==> src/rtl/vending_pkg.sv <==
// rtl/vending_pkg.sv - shared state encoding and default coin/price constants
//
// Purpose: common definitions for vending_fsm_param and vend_change_unit.
// Contents: state_e (IDLE, COLLECT, VEND, CHANGE, REFUND) and default
//           parameter values in cents.
package vending_pkg;

  typedef enum logic [2:0] {
    IDLE    = 3'd0,
    COLLECT = 3'd1,
    VEND    = 3'd2,
    CHANGE  = 3'd3,
    REFUND  = 3'd4
  } state_e;

  localparam int W_DEF           = 7;
  localparam int PRICE_DEF       = 25;
  localparam int NICKEL_VAL_DEF  = 5;
  localparam int DIME_VAL_DEF    = 10;
  localparam int QUARTER_VAL_DEF = 25;
  localparam int MAX_CREDIT_DEF  = 100;

endpackage

==> src/rtl/vend_change_unit.sv <==
// rtl/vend_change_unit.sv - one-nickel-per-cycle payout step for CHANGE/REFUND
//
// Purpose: given the loaded credit, emits one NICKEL_VAL pulse per cycle while
//          active and computes the credit left after this pulse; done_o marks
//          the last pulse (credit exactly one nickel).
// Ports:
//   active_i       in  1  payout in progress (CHANGE or REFUND)
//   credit_i       in  W  credit still owed
//   pulse_o        out 1  one NICKEL_VAL returned this cycle
//   credit_next_o  out W  credit after this cycle's pulse
//   done_o         out 1  this is the final pulse
module vend_change_unit #(
  parameter int W          = 7,
  parameter int NICKEL_VAL = 5
) (
  input  logic         active_i,
  input  logic [W-1:0] credit_i,
  output logic         pulse_o,
  output logic [W-1:0] credit_next_o,
  output logic         done_o
);

  localparam logic [W-1:0] STEP = W'(NICKEL_VAL);

  always_comb begin
    pulse_o       = active_i;
    done_o        = 1'b0;
    credit_next_o = credit_i;
    if (active_i) begin
      // credit is always a nickel multiple here, so "<= STEP" is the last pulse
      // and also keeps a corrupted value from wrapping below zero.
      done_o        = (credit_i <= STEP);
      credit_next_o = done_o ? '0 : (credit_i - STEP);
    end
  end

endmodule

==> src/rtl/vending_fsm_param.sv <==
// rtl/vending_fsm_param.sv - parametrised coin-accumulating vending FSM
//
// Purpose: sums coin pulses into a credit register, vends once credit reaches
//          PRICE, returns any surplus (or a cancelled credit) as nickel pulses,
//          and rejects coins that would exceed MAX_CREDIT or arrive while busy.
// Optional: define VENDING_VEND_COUNT_EN to add the 16-bit vend_count output.
// Ports:
//   clk          in  1   clock, rising edge
//   rst          in  1   asynchronous active-low reset
//   nickle       in  1   nickel pulse
//   dime         in  1   dime pulse
//   quater       in  1   quarter pulse
//   cancel       in  1   refund request pulse
//   candy        out 1   vend strobe (VEND state)
//   change_out   out 1   one NICKEL_VAL returned this cycle
//   coin_reject  out 1   previous cycle's coin sample was rejected
//   busy         out 1   VEND, CHANGE or REFUND
//   number_c     out W   current credit
//   vend_count   out 16  vends since reset (VENDING_VEND_COUNT_EN only)
module vending_fsm_param
  import vending_pkg::*;
#(
  parameter int W           = W_DEF,
  parameter int PRICE       = PRICE_DEF,
  parameter int NICKEL_VAL  = NICKEL_VAL_DEF,
  parameter int DIME_VAL    = DIME_VAL_DEF,
  parameter int QUARTER_VAL = QUARTER_VAL_DEF,
  parameter int MAX_CREDIT  = MAX_CREDIT_DEF
) (
  input  logic         clk,
  input  logic         rst,
  input  logic         nickle,
  input  logic         dime,
  input  logic         quater,
  input  logic         cancel,
  output logic         candy,
  output logic         change_out,
  output logic         coin_reject,
  output logic         busy,
`ifdef VENDING_VEND_COUNT_EN
  output logic [15:0]  vend_count,
`endif
  output logic [W-1:0] number_c
);

  // Two guard bits so credit + largest coin sample never truncates.
  localparam int SW = W + 2;
  localparam logic [SW-1:0] NICKEL_X  = SW'(NICKEL_VAL);
  localparam logic [SW-1:0] DIME_X    = SW'(DIME_VAL);
  localparam logic [SW-1:0] QUARTER_X = SW'(QUARTER_VAL);
  localparam logic [SW-1:0] PRICE_X   = SW'(PRICE);
  localparam logic [SW-1:0] MAX_X     = SW'(MAX_CREDIT);
  localparam logic [W-1:0]  PRICE_N   = W'(PRICE);

  state_e       state_q, state_d;
  logic [W-1:0] credit_q, credit_d;
  logic         reject_q, reject_d;

  logic [SW-1:0] coin_sum;
  logic [SW-1:0] sum_ext;
  logic          coin_present;
  logic          payout_active;
  logic [W-1:0]  payout_next;
  logic          payout_done;

  assign coin_sum     = (nickle ? NICKEL_X  : '0)
                      + (dime   ? DIME_X    : '0)
                      + (quater ? QUARTER_X : '0);
  assign sum_ext      = SW'(credit_q) + coin_sum;
  assign coin_present = (coin_sum != '0);
  assign payout_active = (state_q == CHANGE) || (state_q == REFUND);

  vend_change_unit #(
    .W          (W),
    .NICKEL_VAL (NICKEL_VAL)
  ) u_change (
    .active_i      (payout_active),
    .credit_i      (credit_q),
    .pulse_o       (change_out),
    .credit_next_o (payout_next),
    .done_o        (payout_done)
  );

  always_comb begin
    state_d  = state_q;
    credit_d = credit_q;
    reject_d = 1'b0;
    case (state_q)
      IDLE, COLLECT: begin
        if (coin_present) begin
          // A coin in the same cycle as cancel wins; cancel is dropped.
          if (sum_ext <= MAX_X) begin
            credit_d = sum_ext[W-1:0];
            state_d  = (sum_ext >= PRICE_X) ? VEND : COLLECT;
          end else begin
            reject_d = 1'b1;
          end
        end else if (cancel && (state_q == COLLECT)) begin
          state_d = REFUND;
        end
      end
      VEND: begin
        reject_d = coin_present;
        credit_d = credit_q - PRICE_N;
        // Any surplus, even >= PRICE, goes out as change: one vend only.
        state_d  = (credit_q > PRICE_N) ? CHANGE : IDLE;
      end
      CHANGE, REFUND: begin
        reject_d = coin_present;
        credit_d = payout_next;
        if (payout_done) state_d = IDLE;
      end
      default: begin
        state_d  = IDLE;
        credit_d = '0;
      end
    endcase
  end

  always_ff @(posedge clk or negedge rst) begin
    if (!rst) begin
      state_q  <= IDLE;
      credit_q <= '0;
      reject_q <= 1'b0;
    end else begin
      state_q  <= state_d;
      credit_q <= credit_d;
      reject_q <= reject_d;
    end
  end

  assign candy       = (state_q == VEND);
  assign busy        = (state_q == VEND) || payout_active;
  assign coin_reject = reject_q;
  assign number_c    = credit_q;

`ifdef VENDING_VEND_COUNT_EN
  logic [15:0] vend_count_q;

  always_ff @(posedge clk or negedge rst) begin
    if (!rst) begin
      vend_count_q <= '0;
    end else if (state_q == VEND) begin
      vend_count_q <= vend_count_q + 16'd1;
    end
  end

  assign vend_count = vend_count_q;
`endif

endmodule
==> config.mk <==
export PLATFORM = sky130hd
export DESIGN_NAME = vending_fsm_param
export DESIGN_NICKNAME = d
export VERILOG_FILES = /design/src/rtl/vending_pkg.sv /design/src/rtl/vend_change_unit.sv /design/src/rtl/vending_fsm_param.sv
export SDC_FILE = /design/constraint.sdc
export NUM_CORES = 1
export LEC_CHECK = 0
export CAP_MARGIN = 20
export CELL_PAD_IN_SITES_DETAIL_PLACEMENT = 0
export CELL_PAD_IN_SITES_GLOBAL_PLACEMENT = 1
export CORE_MARGIN = 2
export CORE_UTILIZATION = 42
export CTS_BUF_LIST = sky130_fd_sc_hd__clkbuf_4 sky130_fd_sc_hd__clkbuf_8 sky130_fd_sc_hd__clkbuf_16
export CTS_CLUSTER_DIAMETER = 30
export DETAILED_ROUTE_END_ITERATION = 8
export PLACE_DENSITY_LB_ADDON = 0.1
export SYNTH_ARGS = -nofsm -noshare
export SYNTH_HDL_FRONTEND = slang
export SYNTH_SLANG_ARGS = --single-unit
==> constraint.sdc <==
create_clock -name clk -period 3.2 [get_ports clk]
set_input_delay 0.32 -clock clk [delete_from_list [all_inputs] [get_ports clk]]
set_output_delay 0.32 -clock clk [all_outputs]
set_load 0.1 [all_outputs]
After elaboration in Yosys (flattened, before gate mapping):

Index checks and enable logic that the tools add are counted.

* register bits after elaboration: 11
* input port bits: 6
* output and inout port bits: 11
* word-level logic and storage cells: 51

* add/subtract/negate cells: 5
* order comparisons: 4
* eq/ne operators: 10
* muxes and demuxes: 19
* reduce and logical (&&, ||, !) cells: 10

Operators by type and width (count)
* 2-to-1 mux 7 bit: 4
* one-hot mux 7 bit (3 select lines): 1
* 2-to-1 mux 3 bit: 5
* one-hot mux 3 bit (3 select lines): 1
* nonzero test 9 bit: 1
* adder 7 x 6 -> 8 bit: 1
* greater-or-equal comparator 8 x 5 -> 1 bit (second input constant): 1
* less-or-equal comparator 8 x 7 -> 1 bit (second input constant): 1
* != test 2 bit (second input constant): 4
* greater-than comparator 7 x 5 -> 1 bit (second input constant): 1
* less-or-equal comparator 7 x 3 -> 1 bit (second input constant): 1
* subtractor 7 x 3 -> 7 bit (second input constant): 1
* subtractor 7 x 5 -> 7 bit (second input constant): 1
* adder 5 x 5 -> 6 bit: 1
* equality test 3 x 2 -> 1 bit (second input constant): 2
* != test 3 bit (second input constant): 2
* AND reduction 3 bit: 2
* adder 3 x 4 -> 5 bit: 1
* 2-to-1 mux 5 bit: 1
* 2-to-1 mux 2 bit: 2
* 2-to-1 mux 4 bit: 1
* OR reduction 2 bit: 2
* equality test 3 x 1 -> 1 bit (second input constant): 1
* equality test 3 bit (second input constant): 1
* 6 further kinds: 9

Longest topological paths before layout:

Gate-level depths: netlist of run 1.

* depth after elaboration: 9
* depth in mapped cells: 14
* mapped depth without buffers: 13

Cells and area by module:

Synthesis of run 1 repeated with hierarchy kept, for this count alone.

* cells, all modules: 179
* area total of the unflattened synthesis: 1535.2 sq um

By module, submodules not included
* vending_fsm_param: times used 1, cells an instance 145, area each 1298.7 sq um, sequential area each 275.3 sq um
* vend_change_unit: times used 1, cells an instance 34, area each 236.5 sq um, sequential area each 0.0 sq um

Worst setup path after synthesis of run 1:

Ideal clock, no wire load.

* path type: register to register
* start point: register credit_q[3], in the netlist number_c[3]
* end point: register credit_q[2], in the netlist number_c[2]
* library setup time: 94 ps
* data arrival time: 3443 ps
* data required time: 3106 ps
* slack: -336 ps
* stages on the path, launching flop included: 11
* path buffers: 2
* period minus slack after synthesis: 3536 ps
* cells stage by stage: dfrtp_1 > ha_1 > buf_6 > and2_4 > a221o_1 > o21a_1 > or4b_4 > o31a_1 > buf_6 > and2_4 > a221oi_2

* longest elaborated chain between the ends: 4
* elaborated cells between the ends (all ways): 8
* those cells by class: add/sub (1); order compare (2); eq/ne (1); mux (3); reduce/logical (1)

RTL lines
* start, declared: line vending_fsm_param.sv:56 `logic [W-1:0] credit_q, credit_d;`
* start signal, assigned: line vending_fsm_param.sv:127 `credit_q <= credit_d;`
* adder 7 x 6 -> 8 bit / less-or-equal comparator 7 x 3 -> 1 bit (equally long branches): line vending_fsm_param.sv:69, vend_change_unit.sv:32
* less-or-equal comparator 8 x 7 -> 1 bit / 2-to-1 mux 7 bit (equally long branches): line vending_fsm_param.sv:92, vend_change_unit.sv:33
* != test 2 bit (no line) / 2-to-1 mux 7 bit (equally long branches)
* AND reduction 3 bit (no line) / one-hot mux 7 bit (3 select lines) (equally long branches)

Parallel ways exist; a longest one is shown, timed or not. The select of a mux whose other input is x is not followed.
A chain may end at the register's enable or synchronous reset.

Final worst setup path of run 1:

* start point: input quater
* end point: register credit_q[2], in the netlist number_c[2]

* longest elaborated chain between the ends: 6
* elaborated cells between the ends (all ways): 11
* those cells by class: add/sub (2); order compare (1); eq/ne (2); mux (4); reduce/logical (2)

RTL lines
* start, declared: line vending_fsm_param.sv:34 `input logic quater,`
* 2-to-1 mux 5 bit (*): line vending_fsm_param.sv:68 `+ (quater ? QUARTER_X : '0);`
* adder 5 x 5 -> 6 bit (*): line vending_fsm_param.sv:68
* adder 7 x 6 -> 8 bit: line vending_fsm_param.sv:69 `assign sum_ext = SW'(credit_q) + coin_sum;`
* less-or-equal comparator 8 x 7 -> 1 bit / 2-to-1 mux 7 bit (equally long branches): line vending_fsm_param.sv:92 `if (sum_ext <= MAX_X) begin`
* != test 2 bit (no line) / 2-to-1 mux 7 bit (equally long branches)
* AND reduction 3 bit (no line) / one-hot mux 7 bit (3 select lines) (equally long branches)

Every way passes the cells marked *; elsewhere a longest branch is shown, timed or not. The select of a mux whose other input is x is not followed.

==> flow_summary.toml, run 1 <==
[logic_synthesis]
synth_edf_count = 0
syn_area_um2 = 1470
ys_async_sr_fraction_pct = 100
synth_top_area_share_pct = 18.7
synth.most_common_cell = "inv_1"
synthFlopType = "dfrtp_1"
synthCells = 186
postSynthAreaPerCell_um2 = 7.90
syn-num-nets = 207
yosysWarnings = 0
synth_area_leader_cell = "dfrtp_1"
ys_top_cells_by_count = "inv_1, ha_1, nor2_1"
ys_seq_area_share_pct = 18.7
ys_ff_latch = 11
synth.top_cells.by_area = "dfrtp_1, ha_1, o21ai_0"
ys_types = 58

[cts]
cts_tree = "done"
cts_root_buf = "clkbuf_4"
clk_pin_slew_worst_paths_ns = 0.08
cts_max_level = 1
cts.sinks = 11
ctsHoldBuffers = 0
clockBufferDepth = 2
clk_latency_ns = 0.28
cts_buffers = 3

[detailed_routing]
vias = 1697
drt_pre_antenna_iters = 4
antenna_left = 0
avgViaCountPerCell = 5.95
wl_per_cell_um = 17.0
first_iter_violations = 124
route.detailed.drc = 0
routed_wl_um = 4830

[grt]
grt_usage_pct = 25.2
grt_start_max_net_pins = 15
grt_overflow = 0
grt_pass1_wl_um = 8000
grt_pass1_vias = 1673
antenna_found_initial = 0

[sta]
period_share_pct = 97.4
slew-limit-headroom_pct = 35.5
finalHoldViolCount = 0
timing.hold.ws_ns = 0.373
period_minus_slack_ns = 3.12
finClkSkew_ns = 0.00397
setup_violations = 0
worst_pin_slew_ns = 0.964
rsz0062_at_grt = "true"
drv_slew = 0
fmax_ghz = 0.321

[setup_path]
crit_fanout = 5
cp-start-kind = "input pin"
timing.rr.end = "number_c[2]$_DFFE_PN0P_"
crit_end = "number_c[2]$_DFFE_PN0P_"
r2r_slack_ns = 0.27
startpoint = "quater"
regToRegStartpoint = "number_c[0]$_DFFE_PN0P_"
arrival_ns = 3.30
crit_path_end_kind = "register"
r2r.worst_path.cells = 10
required_ns = 3.39
criticalPathCategory = "in -> reg"

[run_status]
status = "complete, no violations"

[placement]
dp_hpwl_um = 3670
gp_congestion = 0.880
place.port_buffers = 16

[min_path]
hp-class = "in -> async"

[cells_and_area]
syn2layout_area_growth_pct = 40.7
drive_gt1_share_pct = 31.8
nets = 261
fill_cells = 317
seq_area_um2 = 280
multi_input_area_um2 = 1170
diodes = 0

[floorplanning]
start_util_pct = 44.0
die_h_um = 63.1
pin_count = 17
row_count = 21
die_area_um2 = 3990
die_w_um = 63.1
design.core.area_um2 = 3340

[job]
cap_viol_max_count = 0
## registers in the layout, summed over array words and instances (netlist names)
name,flops
coin_reject,1
state_q,3
number_c,7
## worst min-delay path by stage
stage | from | to | slack [ns] | cells past startpoint
finish | rst | coin_reject$_DFF_PN0_ | 0.37 | 1
global route | rst | coin_reject$_DFF_PN0_ | 0.40 | 1
CTS | rst | coin_reject$_DFF_PN0_ | 0.39 | 1
detailed placement | state_q[0]$_DFFE_PN0P_ | state_q[0]$_DFFE_PN0P_ | 0.56 | 1
global placement | state_q[0]$_DFFE_PN0P_ | state_q[0]$_DFFE_PN0P_ | 0.56 | 1
floorplan | rst | coin_reject$_DFF_PN0_ | 0.02 | 0
## cell type report
class	count	area share [%]
inverter	17	3.57
clock buffer	3	1.09
timing repair buffer	56	22.2
sequential	11	13.6
multi-input combinational	151	56.6
clock inverter	1	0.242
tap	46	2.78
## per-layer routing
layer  GRT usage, %  vias up  routed length (um)
li1               -      823                   -
met1           31.2      800                2080
met2           42.6       56                2360
met3           2.50       18                 203
met4           14.2        0                 184
met5              0        -                   0
## layout by cell type, fill, tap and decap left out, types with 3 or more instances in the layout
cell / instances
buf_4: 46
nor2_1: 14
inv_1: 14
ha_1: 11
nand2_1: 10
o21ai_0: 10
a21oi_1: 8
nand3_1: 7
nor3_1: 7
dfrtp_1: 7
clkdlybuf4s50_1: 6
nor2b_1: 4
nand2b_1: 4
o211ai_1: 4
dfrtp_2: 4
nor3b_1: 3
a21o_1: 3
xnor2_1: 3
a2111oi_0: 3
o21a_1: 3
ha_4: 3
clkbuf_4: 3
## repair_timing
item                       CTS  global route
buffers inserted             2             2
pin swaps                    8             6
resized for setup           22             8
setup endpoints to repair   11             7
## metrics by stage
stage               utilization, %  instances  setup WS (ns)  TNS (ns)  area, um2
finish                        61.9        285         0.0840         0       2070
global route                  61.9        285        -0.0387   -0.0812       2070
CTS                           60.4        283         0.0118         0       2010
detailed placement            58.4        277         -0.784     -8.07       1950
global placement              58.4        277         -0.714     -7.21       1950
floorplan                        -        186        -0.0862    -0.151       1520
## cells by family (layout without fill, tap and decap cells)
| kind of cell | count (synthesis) | count (layout) | synth area share (%) |
|---|---|---|---|
| multiplexers | 2 | 2 | 1.36 |
| AND/OR/NAND/NOR | 63 | 63 | 23.5 |
| adder cells (fa/ha/maj) | 15 | 15 | 13.3 |
| XOR/XNOR | 6 | 6 | 3.58 |
| flip-flops | 11 | 11 | 18.7 |
| buffers and inverters | 24 | 77 | 7.15 |
| AO/OA/AOI/OAI | 65 | 65 | 32.4 |
## critical path: stages
cell and delay [ns]:
buf_8 0.11, ha_4 0.16, ha_4 0.16, a31oi_4 0.17, xnor2_2 0.16, ha_1 0.27, and2_4 0.15, a221o_1 0.32
o21a_1 0.21, or4b_4 0.52, o31a_1 0.33, and2_4 0.19, a221oi_2 0.24
Power of run 1 is left out: the tool's default activity adds up to more than one toggle a clock period on the data nets, which glitch-free logic cannot reach.
==> run 2: changes to the inputs <==
CAP_MARGIN = 15   (was 20)
CORE_UTILIZATION = 43   (was 42)
SYNTH_HIERARCHICAL = 1   (was default)
==> run 2 against run 1 <==
Compared with the run above:
- via count fell by 8.8%
- synthesized area rose by 4.5%
- utilization fell by 0.92 points
- cell count fell by 4.6%
- die area rose by 1.9%
- clock skew rose by 0.0071 ns
- global-route usage fell by 2.1 points
- sequential cell count did not move
- critical endpoint is now number_c[1]$_DFFE_PN0P_
- clock-buffer cell count rose by 1
==> flow_summary.toml, run 2 <==
[cts]
cts.sinks = 11
clk_latency_ns = 0.27
cts_buffers = 3
cts_max_level = 1
cts_root_buf = "clkbuf_4"
clockBufferDepth = 2
clk_pin_slew_worst_paths_ns = 0.07
ctsHoldBuffers = 0
cts_tree = "done"

[grt]
grt_use_met1_pct = 31.9
grt_pass1_vias = 1519
antenna_found_initial = 0
met3_usage_pct = 3.17
grt_overflow = 0
grt_start_max_net_pins = 15
top_usage_layer = "met2"
grt_util_met2_pct = 39.9
grt_pass1_wl_um = 7450
grt_usage_pct = 23.1

[cells_and_area]
fill_cells = 302
final_common_cell = "buf_4"
diodes = 0
drive_gt1_share_pct = 31.4
syn2layout_area_growth_pct = 34.7
final_cell_mix = "buf_4, inv_1, ha_1"
finish.instance_area_um2 = 2070
largest_reg_flops = 7
nets = 249
multi_input_area_um2 = 1250
seq_area_um2 = 277

[detailed_routing]
wl_per_cell_um = 16.2
vias = 1547
avgViaCountPerCell = 5.69
route.detailed.drc = 0
routed_wl_um = 4400
antenna_left = 0
drt_pre_antenna_iters = 4
first_iter_violations = 103

[logic_synthesis]
synth.most_common_cell = "inv_1"
synth_top_area_share_pct = 17.9
synthCells = 179
ys_ff_latch = 11
ys_types = 60
synth_area_leader_cell = "dfrtp_1"
ys_top_cells_by_count = "inv_1, ha_1, nor2_1"
synth.top_cells.by_area = "dfrtp_1, ha_1, mux2i_1"
ys_seq_area_share_pct = 17.9
synthFlopType = "dfrtp_1"
yosysWarnings = 6
synth_edf_count = 0
ys_async_sr_fraction_pct = 100
syn-num-nets = 201
syn_area_um2 = 1540
postSynthAreaPerCell_um2 = 8.58

[floorplanning]
die_w_um = 63.8
start_util_pct = 45.3
die_h_um = 63.8
row_count = 21
pin_count = 17
design.core.area_um2 = 3390
die_area_um2 = 4060

[setup_path]
cp_num_buf_inv = 4
critPathMaxStageDelay_ns = 0.52
criticalPathCategory = "in -> reg"
cpMaxStageDelayCell = "or4b_4"
crit_path_end_kind = "register"
crit_fanout = 6
crit_top_cell = "o311ai_4"
cp_top_family = "buffers and inverters"
required_ns = 3.37
cp-start-kind = "input pin"
r2r.worst_path.cells = 10
cp_num_cells = 13
crit_chain = "clkdlybuf4s50_1 -> inv_1 -> ha_1 -> xnor2_2 -> inv_2 -> ha_4 -> o21ai_0 -> or4b_4 -> o311ai_4 -> o311ai_4 -> a31oi_4 -> buf_4 -> mux2i_1"
arrival_ns = 3.28

[placement]
placed_area_um2 = 1930
dp_hpwl_um = 3370
place.port_buffers = 16
gp_congestion = 0.861

[sta]
slew-limit-headroom_pct = 35.9
rsz0062_at_grt = "false"
drv_slew = 0
period_minus_slack_ns = 3.11
period_share_pct = 97.1
finClkSkew_ns = 0.0110
fmax_ghz = 0.322
setup_violations = 0
finalHoldViolCount = 0
worst_pin_slew_ns = 0.959

[job]
cap_viol_max_count = 0

[min_path]
hp-class = "in -> async"

[run_status]
status = "complete, no violations"
## run 2: worst paths after layout
kind	from	end	slack (ns)
max in group asynchronous	rst	number_c[0]$_DFFE_PN0P_	2.39
min in group clk	state_q[2]$_DFFE_PN0P_	state_q[2]$_DFFE_PN0P_	0.65
max	dime	number_c[1]$_DFFE_PN0P_	0.09
min reg2reg	state_q[2]$_DFFE_PN0P_	state_q[2]$_DFFE_PN0P_	0.65
min	rst	number_c[3]$_DFFE_PN0P_	0.41
max reg2reg	number_c[0]$_DFFE_PN0P_	state_q[0]$_DFFE_PN0P_	0.29
## run 2: routing by layer
layer	routed length (um)	part of all wire, %	vias to the layer above
met1	2080	47	746
met2	2160	49	32
met4	21	0.48	0
met5	0	0	-
li1	-	-	767
met3	140	3.2	2
## run 2: worst reg2reg max path, cell delays in order (launching register included)
cell	delay [ns]
dfrtp_2	0.50
ha_1	0.27
fa_1	0.39
a211oi_1	0.24
buf_4	0.16
o21ba_2	0.15
nor2_1	0.06
o311ai_4	0.37
buf_4	0.17
o211ai_1	0.10
a221o_1	0.38
## run 2: repair_timing
action / 4_1_cts / 5_1_grt
pin swaps: 0 / 6
setup buffers: 0 / 2
endpoints found under the setup margin: 2 / 9
gates resized for setup: 2 / 15
## run 2: logic make-up (layout without fill, tap and decap cells)
group | Yosys count | count (layout) | share of synthesized area (%)
AOI/OAI and AO/OA | 49 | 49 | 26.7
muxes | 11 | 11 | 7.74
buffers and inverters | 22 | 69 | 5.95
DFF | 11 | 11 | 17.9
xor gates and xnor gates | 8 | 8 | 4.56
adders and majority gates | 16 | 16 | 13.5
and+or+nand+nor | 62 | 62 | 23.6
## run 2: area by class of cell
cell class,count,area share (%)
clock buffer,4,1.45
inverter,16,2.90
multi-input combinational,146,60.4
sequential,11,13.4
tap,46,2.78
timing repair buffer,49,19.1
## run 2: per-stage QoR
stage | hold slack, ns | cells | worst slack, ns | utilization (%) | setup TNS, ns
final | 0.407 | 272 | 0.0937 | 61.0 | 0
after floorplan | 0.0244 | 179 | 0.0160 | - | 0
after global placement | 0.620 | 266 | -0.292 | 57.0 | -1.65
after global routing | 0.429 | 272 | 0.00411 | 61.0 | 0
after CTS | 0.413 | 270 | 0.000356 | 58.4 | 0
after detailed placement | 0.624 | 266 | -0.277 | 57.0 | -2.13
Power of run 2 is left out for the same reason.
==> run 3: changes to the inputs <==
clock period = 3.1 ns   (was 3.2 ns; I/O delays follow)
==> run 3 against run 2 <==
Compared with the run above:
- non-clock buffer count rose by 5
- cell area is 2.2% higher
- cell count up 1.8%
- sequential cell count is the same
- die area did not move
- critical path type unchanged
- critical endpoint is now number_c[3]$_DFFE_PN0P_
- highest routed layer unchanged
- global-route usage is 0.20 points lower
- register-to-register slack better by 0.04 ns
==> flow_summary.toml, run 3 (synthesis results as in run 2) <==
[cts]
cts_max_level = 1
clk_pin_slew_worst_paths_ns = 0.08
clockBufferDepth = 2
clk_latency_ns = 0.27
cts.sinks = 11
cts_buffers = 3
cts_tree = "done"
cts_root_buf = "clkbuf_4"

[sta]
rsz0062_at_grt = "false"
period_minus_slack_ns = 2.86
finalHoldViolCount = 0
worst_pin_slew_ns = 0.959
period_share_pct = 92.3
drv_slew = 0
finClkSkew_ns = 0.00147
setup_violations = 0
slew-limit-headroom_pct = 35.9
finalWorstSetupSlack_ns = 0.239
fmax_ghz = 0.350

[job]
cap_viol_max_count = 0

[setup_path]
cpMaxStageDelayCell = "or4b_4"
startpoint = "dime"
crit_fanout = 6
criticalPathCategory = "in -> reg"
arrival_ns = 3.05
r2r.worst_path.cells = 10
r2r_slack_ns = 0.33
regToRegStartpoint = "number_c[0]$_DFFE_PN0P_"
crit_path_end_kind = "register"
crit_top_cell = "o311ai_4"
crit_chain = "dlymetal6s2s_1 -> inv_1 -> ha_1 -> xnor2_2 -> inv_2 -> ha_4 -> o21ai_1 -> or4b_4 -> o311ai_4 -> o311ai_4 -> a31oi_4 -> buf_6 -> mux2i_1"
timing.rr.end = "number_c[3]$_DFFE_PN0P_"
required_ns = 3.29
cp-start-kind = "input pin"
critPathMaxStageDelay_ns = 0.54

[grt]
grt_use_met1_pct = 31.6
grt_usage_pct = 22.9
antenna_found_initial = 0
grt_start_max_net_pins = 15
grt_pass1_vias = 1548
grt_util_met2_pct = 37.5
grt_overflow = 0
met3_usage_pct = 4.23
grt_pass1_wl_um = 7390
top_usage_layer = "met2"

[floorplanning]
design.core.area_um2 = 3390
die_w_um = 63.8
pin_count = 17
die_area_um2 = 4060
start_util_pct = 45.3
die_h_um = 63.8
row_count = 21

[cells_and_area]
diodes = 0
largest_reg_flops = 7
finalNonFillerCells = 277
nets = 254
multi_input_area_um2 = 1250
final_common_cell = "buf_4"
finish.instance_area_um2 = 2110
seq_area_um2 = 283
final_cell_mix = "buf_4, inv_1, nor2_1, ha_1, nand2_1"
fill_cells = 305
syn2layout_area_growth_pct = 37.7
drive_gt1_share_pct = 35.5

[placement]
dp_cells = 272
dpl_worst_slack_ns = -0.425
gp_congestion = 0.895
place.port_buffers = 16
dp_hpwl_um = 3470
placed_area_um2 = 1980

[detailed_routing]
antenna_left = 0
drt_pre_antenna_iters = 4
routed_wl_um = 4500
first_iter_violations = 119
route.detailed.drc = 0
wl_per_cell_um = 16.2
vias = 1567
avgViaCountPerCell = 5.66

[min_path]
hp-class = "in -> async"

[run_status]
status = "complete, no violations"
run 3: changes by cell type in the layout (fill, tap and decap cells not counted), sizes merged:
cell / change
clkdlybuf4s50: -2
buf: +6
dlymetal6s2s: +1
run 3: final cells by class:
type / instances / area share (%)
repair buffers: 54 / 20.4
inverters: 16 / 2.84
multi-input cells: 146 / 59.2
well taps: 46 / 2.72
flip-flops and latches: 11 / 13.4
clock buffers: 4 / 1.42
run 3: worst max path at each step:
stage,depth (start not counted),end
3_5_place_dp,14,state_q[1]$_DFFE_PN0P_
4_1_cts,13,state_q[1]$_DFFE_PN0P_
2_1_floorplan,8,number_c[4]$_DFFE_PN0P_
6_report,13,number_c[3]$_DFFE_PN0P_
3_3_place_gp,13,state_q[1]$_DFFE_PN0P_
5_1_grt,13,number_c[3]$_DFFE_PN0P_
run 3: through the flow:
stage	utilization [%]	hold slack, ns	setup TNS, ns
finish	62.4	0.398	0
global route	62.4	0.413	0
CTS	60.3	0.410	-0.131
detailed placement	58.5	0.639	-3.47
global placement	58.5	0.611	-2.59
floorplan	-	0.0144	0
run 3: worst max-delay path: cells and delay by family:
kind                     cells  cell delay, ns
buffers and inverters        4            0.54
XOR/XNOR                     1            0.22
AND/OR/NAND/NOR              1            0.54
AO/OA/AOI/OAI                4            0.60
adder cells (fa/ha/maj)      2            0.62
multiplexers                 1            0.21
run 3: what timing repair did:
item,CTS,global route
hold buffers,0,0
pin swaps,4,7
gates resized for setup,4,16
setup endpoints to repair,9,10
setup buffers,1,0
run 3: metal layers:
| metal | vias up | part of all wire [%] |
|---|---|---|
| met5 | - | 0 |
| met4 | 0 | 1.2 |
| met3 | 9 | 5.8 |
| met2 | 56 | 47 |
| met1 | 733 | 46 |
| li1 | 769 | - |
Power of run 3 is left out for the same reason.
==> patch 1 (flow settings as in run 1) <==
Add a define of `VENDING_VEND_COUNT_EN`.
--- a/src/rtl/vending_fsm_param.sv
+++ b/src/rtl/vending_fsm_param.sv
@@ -17,6 +17,8 @@
 //   busy         out 1   VEND, CHANGE or REFUND
 //   number_c     out W   current credit
 //   vend_count   out 16  vends since reset (VENDING_VEND_COUNT_EN only)
+`define VENDING_VEND_COUNT_EN
+
 module vending_fsm_param
   import vending_pkg::*;
 #(
Behaviour (old outputs only; new: vend_count): unchanged (Yosys induction, for registers that start in step).
==> patch 1 against run 1 <==
  * Count of clock-buffer cells in the layout grew 1
  * Synthesized cell count rose by 24%
  * Worst setup slack gained 0.013 ns
  * Sequential share of layout area up 10 points
  * Synthesized area is 40% higher
  * Critical endpoint unchanged
  * Wire length rose by 6.4%
  * Clock skew grew 0.0063 ns
  * Design area up 38%
  * Critical path depth up 2
  * Sequential cell count grew 16
Power is not shown: default switching activity piles up to over one toggle a cycle in this logic, so the estimate is an artifact.
==> patch 1: results (changes against run 1) <==
Clock tree
  – Clk pin slew, worst setup/hold paths: 0.10 ns (was 0.08 ns)
  – CTS root buf: sky130_fd_sc_hd__clkbuf_8 (was sky130_fd_sc_hd__clkbuf_4)

Setup path
  – Number of cell instances on the worst register-to-register path: 9 (was 10)
  – Arrival time at the worst endpoint: 3.27 ns (was 3.30 ns)
  – Worst-path fanout max: 7 (was 5)
  – Reg-to-reg setup timing slack: 0.37 ns (was 0.27 ns)

Run status
  – Run status: complete, no violations (unchanged)

Drt
  – DR iter-0 viols: 100 (was 124)
  – Via density: 5.342 (was 5.954)
  – Post-DR wirelength/cell: 13.97 um (was 16.96 um)

Timing
  – Max transition margin: 0.3554 (was 0.3552)
  – Largest clock skew in the final design: 0.01026 ns (was 0.003966 ns)
  – Hold slack: 0.4121 ns (was 0.3730 ns)

Layout
  – Max reg flops: 16 (was 7)
  – Nets: 323 (was 261)
  – # fillers: 437 (was 317)
  – Share of cells above drive strength 1: 0.2791 (was 0.3180)

Placed design
  – Number of input and output port buffers inserted: 32 (was 16)
  – Post-detailed-placement cell area: 0.002740 mm^2 (was 0.001948 mm^2)
  – DPL Wire Length: 4053 um (was 3672 um)
  – Post-placement worst setup slack: -0.6224 ns (was -0.7838 ns)
  – Routability cong.: 0.8626 (was 0.8800)

Synthesis
  – Sequential fraction of the synthesis area: 0.3281 (was 0.1874)
  – Commonest cells in the netlist: 27 x sky130_fd_sc_hd__dfrtp_1, 26 x sky130_fd_sc_hd__nand2_1, 21 x sky130_fd_sc_hd__nor2_1, 14 x sky130_fd_sc_hd__ha_1, 14 x sky130_fd_sc_hd__xnor2_1 (was 16 x sky130_fd_sc_hd__inv_1, 14 x sky130_fd_sc_hd__ha_1, 14 x sky130_fd_sc_hd__nor2_1, 12 x sky130_fd_sc_hd__o21ai_0, 11 x sky130_fd_sc_hd__dfrtp_1)
  – Synth area leaders: sky130_fd_sc_hd__dfrtp_1 33%, sky130_fd_sc_hd__ha_1 8.5%, sky130_fd_sc_hd__xnor2_1 6.0% (was sky130_fd_sc_hd__dfrtp_1 19%, sky130_fd_sc_hd__ha_1 12%, sky130_fd_sc_hd__o21ai_0 4.1%)
  – Total nets after synthesis: 251 (was 207)

Global route
  – First-pass GRT wire length: 8438 um (was 7997 um)
  – Number of global-route vias before repair: 1834 (was 1673)
  – Maximum number of pins on one net before global-route repair: 28 (was 15)
  – Total GRT Usage: 0.1981 (was 0.2521)
patch 1: cell types whose count changed in the layout (fill, tap and decap cells not counted), sizes merged, moves of 4 or more:
cell,delta
xnor2,+10
clkdlybuf4s50,+15
and3,+5
nor2,+7
nand2,+15
inv,-11
dfrtp,+16
o211ai,-4
xor2,+5
a21oi,+4
patch 1: cells by family after synthesis:
logic type,share of synthesized area
AOI/OAI and AO/OA,0.2230
xor gates and xnor gates,0.08931
adders and majority gates,0.09478
buffers and inverters,0.03038
DFF,0.3281
muxes,0.01580
and+or+nand+nor,0.2187
patch 1: layout make-up:
type                       instances  area share
clock buffer                       4     0.01711
timing repair buffer              75      0.2168
tap                               67     0.02940
inverter                           5    0.006582
multi-input combinational        190      0.4932
sequential                        27      0.2369
patch 1: metrics by stage:
step	cells	utilization
4_1_cts	368	0.6024
5_1_grt	368	0.6037
2_1_floorplan	230	-
6_report	368	0.6037
3_5_place_dp	361	0.5801
3_3_place_gp	361	0.5801
patch 1: worst max path at each step:
| stage | cells after the start | endpoint | slack [ns] | from |
|---|---|---|---|---|
| after global routing | 15 | state_q[1]$_DFFE_PN0P_ | 0.004 | quater |
| after detailed placement | 14 | state_q[1]$_DFFE_PN0P_ | -0.62 | quater |
| after CTS | 15 | number_c[2]$_DFFE_PN0P_ | 0.0001 | quater |
| after floorplan | 13 | state_q[1]$_DFFE_PN0P_ | -0.002 | nickle |
| after global placement | 14 | state_q[1]$_DFFE_PN0P_ | -0.57 | quater |
| final | 15 | number_c[2]$_DFFE_PN0P_ | 0.1 | quater |
patch 1: worst max-delay path, cell delays in order:
cell,delay (ns)
sky130_fd_sc_hd__clkbuf_4,0.14
sky130_fd_sc_hd__ha_4,0.17
sky130_fd_sc_hd__ha_4,0.15
sky130_fd_sc_hd__and3b_1,0.17
sky130_fd_sc_hd__or3_4,0.33
sky130_fd_sc_hd__and2_4,0.19
sky130_fd_sc_hd__ha_4,0.21
sky130_fd_sc_hd__and2_4,0.13
sky130_fd_sc_hd__a221o_1,0.32
sky130_fd_sc_hd__o2111a_1,0.26
sky130_fd_sc_hd__a211o_1,0.29
sky130_fd_sc_hd__a21oi_2,0.19
sky130_fd_sc_hd__buf_6,0.15
sky130_fd_sc_hd__a31oi_1,0.08
sky130_fd_sc_hd__o22a_1,0.16
patch 1: layer usage:
metal | GRT usage | part of all wire
met4 | 0.08081 | 0.027
met1 | 0.2544 | 0.45
met5 | 0 | 0
met2 | 0.3403 | 0.49
met3 | 0.02033 | 0.041
patch 1: what timing repair did:
item / in CTS / in global routing
pin swaps: 7 / 5
hold endpoints to repair: 0 / 0
gates resized for setup: 20 / 2
hold buffers: 0 / 0
endpoints found under the setup margin: 11 / 8
buffers inserted: 3 / 0
==> patch 2 (config.mk and constraints of run 1) <==
Without the edit above. Encoding of `state_e`: now one-hot (5 bits for 5 states).
--- a/src/rtl/vending_pkg.sv
+++ b/src/rtl/vending_pkg.sv
@@ -5,12 +5,12 @@
 //           parameter values in cents.
 package vending_pkg;
 
-  typedef enum logic [2:0] {
-    IDLE    = 3'd0,
-    COLLECT = 3'd1,
-    VEND    = 3'd2,
-    CHANGE  = 3'd3,
-    REFUND  = 3'd4
+  typedef enum logic [4:0] {
+    IDLE    = 5'b00001,
+    COLLECT = 5'b00010,
+    VEND    = 5'b00100,
+    CHANGE  = 5'b01000,
+    REFUND  = 5'b10000
   } state_e;
 
   localparam int W_DEF           = 7;
Behaviour: same outputs for any inputs over 10 cycles, from zero or initial values and one cycle with rst low; not proved beyond that.
==> patch 2 against run 1 <==
  * Worst setup slack got worse by 0.023 ns
  * Global-route usage decreased by 0.73 points
  * Register-to-register slack improved by 0.15 ns
  * Largest cell class unchanged
  * Wire length increased by 3.8%
  * Sequential cell count increased by 2
  * Critical path type unchanged
  * Maximum frequency decreased by 0.73%
  * Non-clock buffer count decreased by 9
  * Design area increased by 6.0%
  * Sequential share of layout area increased by 1.5 points
  * Synthesized area increased by 6.4%
==> patch 2: results (changes against run 1) <==
Run status
  – Run status: complete, no violations (unchanged)

Layout
  – Nets: 263 (was 261)

Clock tree
  – # Post-CTS Setup Buffers: 0 (was 2)
  – CTS-repair resized insts: 4 (was 22)
  – Insertion delay to the later sink of the worst-skew pair: 0.25 ns (was 0.28 ns)
  – CTS root buf: sky130_fd_sc_hd__clkbuf_8 (was sky130_fd_sc_hd__clkbuf_4)

Synthesis
  – Sequential fraction of the synthesis area: 0.2090 (was 0.1874)
  – Commonest cells in the netlist: 18 x sky130_fd_sc_hd__nor2_1, 16 x sky130_fd_sc_hd__a21oi_1, 16 x sky130_fd_sc_hd__inv_1 (was 16 x sky130_fd_sc_hd__inv_1, 14 x sky130_fd_sc_hd__ha_1, 14 x sky130_fd_sc_hd__nor2_1, 12 x sky130_fd_sc_hd__o21ai_0, 11 x sky130_fd_sc_hd__dfrtp_1)
  – Total nets after synthesis: 217 (was 207)

Placed design
  – Routability cong.: 0.9049 (was 0.8800)
  – DPL Wire Length: 3728 um (was 3672 um)

Global route
  – Met3 usage in global routing: 0.03819 (was 0.02500)
  – Maximum number of pins on one net before global-route repair: 14 (was 15)
  – Total GRT Usage: 0.2448 (was 0.2521)
  – First-pass GRT wire length: 7872 um (was 7997 um)
  – Global routing usage on met1: 0.3301 (was 0.3124)

Setup path
  – Longest individual stage delay on the worst path: 0.59 ns (was 0.52 ns)
  – Number of cell instances on the worst register-to-register path: 8 (was 10)
  – Slowest stage cell on the critical path: sky130_fd_sc_hd__or4_4 (was sky130_fd_sc_hd__or4b_4)
  – Crit path max-delay family: adder cells (was compound AO/OA/AOI/OAI gates)
  – Worst setup path startpoint: nickle (was quater)

Timing
  – Largest clock skew in the final design: 0.001064 ns (was 0.003966 ns)

Drt
  – Routed length on met2: 2376 um (was 2361 um)
  – Routed met3 length: 331 um (was 203 um)
  – Via density: 6.034 (was 5.954)
## patch 2: cell types whose count changed after synthesis, sizes merged, moves of 3 or more
cell / delta
clkbuf: -3
a31oi: -4
o211ai: -3
a32o: +3
a21oi: +9
nor2: +5
## patch 2: cells by family (layout without fill, tap and decap cells)
logic type	after synthesis	after routing	synth area share
compound gates	73	73	0.3499
xor+xnor	6	6	0.03363
fa+ha+maj	13	13	0.1089
buf+inv	24	69	0.06245
flops	13	13	0.2090
mux	2	2	0.01441
simple gates	67	67	0.2218
## patch 2: stage by stage
stage                     setup slack, ns  instances    util  power [W]  area, um^2
final                             0.06108        291  0.6076   0.002585        2191
after global routing             -0.01565        291  0.6076   0.002742        2191
after CTS                        0.003592        291  0.5708   0.002449        2058
after detailed placement          -0.3423        287  0.5500   0.002237        1983
after global placement            -0.2660        287  0.5500   0.002222        1983
after floorplan                    0.1034        198       -   0.001638        1565
## patch 2: final cells by class
type	count	area, um^2	area share
Clock buffer	4	48.80	0.02227
Inverter	18	67.56	0.03084
Multi-Input combinational cell	161	1295	0.5911
Sequential cell	13	329.1	0.1502
Tap cell	48	60.06	0.02741
Timing Repair Buffer	47	390.4	0.1782
## patch 2: worst min path at each step
stage	startpoint	to	slack [ns]	cells after the start
after global placement	state_q[3]$_DFFE_PN0P_	state_q[3]$_DFFE_PN0P_	0.55	1
final	rst	state_q[1]$_DFFE_PN0P_	0.48	1
after CTS	rst	number_c[3]$_DFFE_PN0P_	0.50	1
after global routing	rst	number_c[2]$_DFFE_PN0P_	0.51	1
after floorplan	rst	coin_reject$_DFF_PN0_	0.02	0
after detailed placement	state_q[3]$_DFFE_PN0P_	state_q[3]$_DFFE_PN0P_	0.56	1
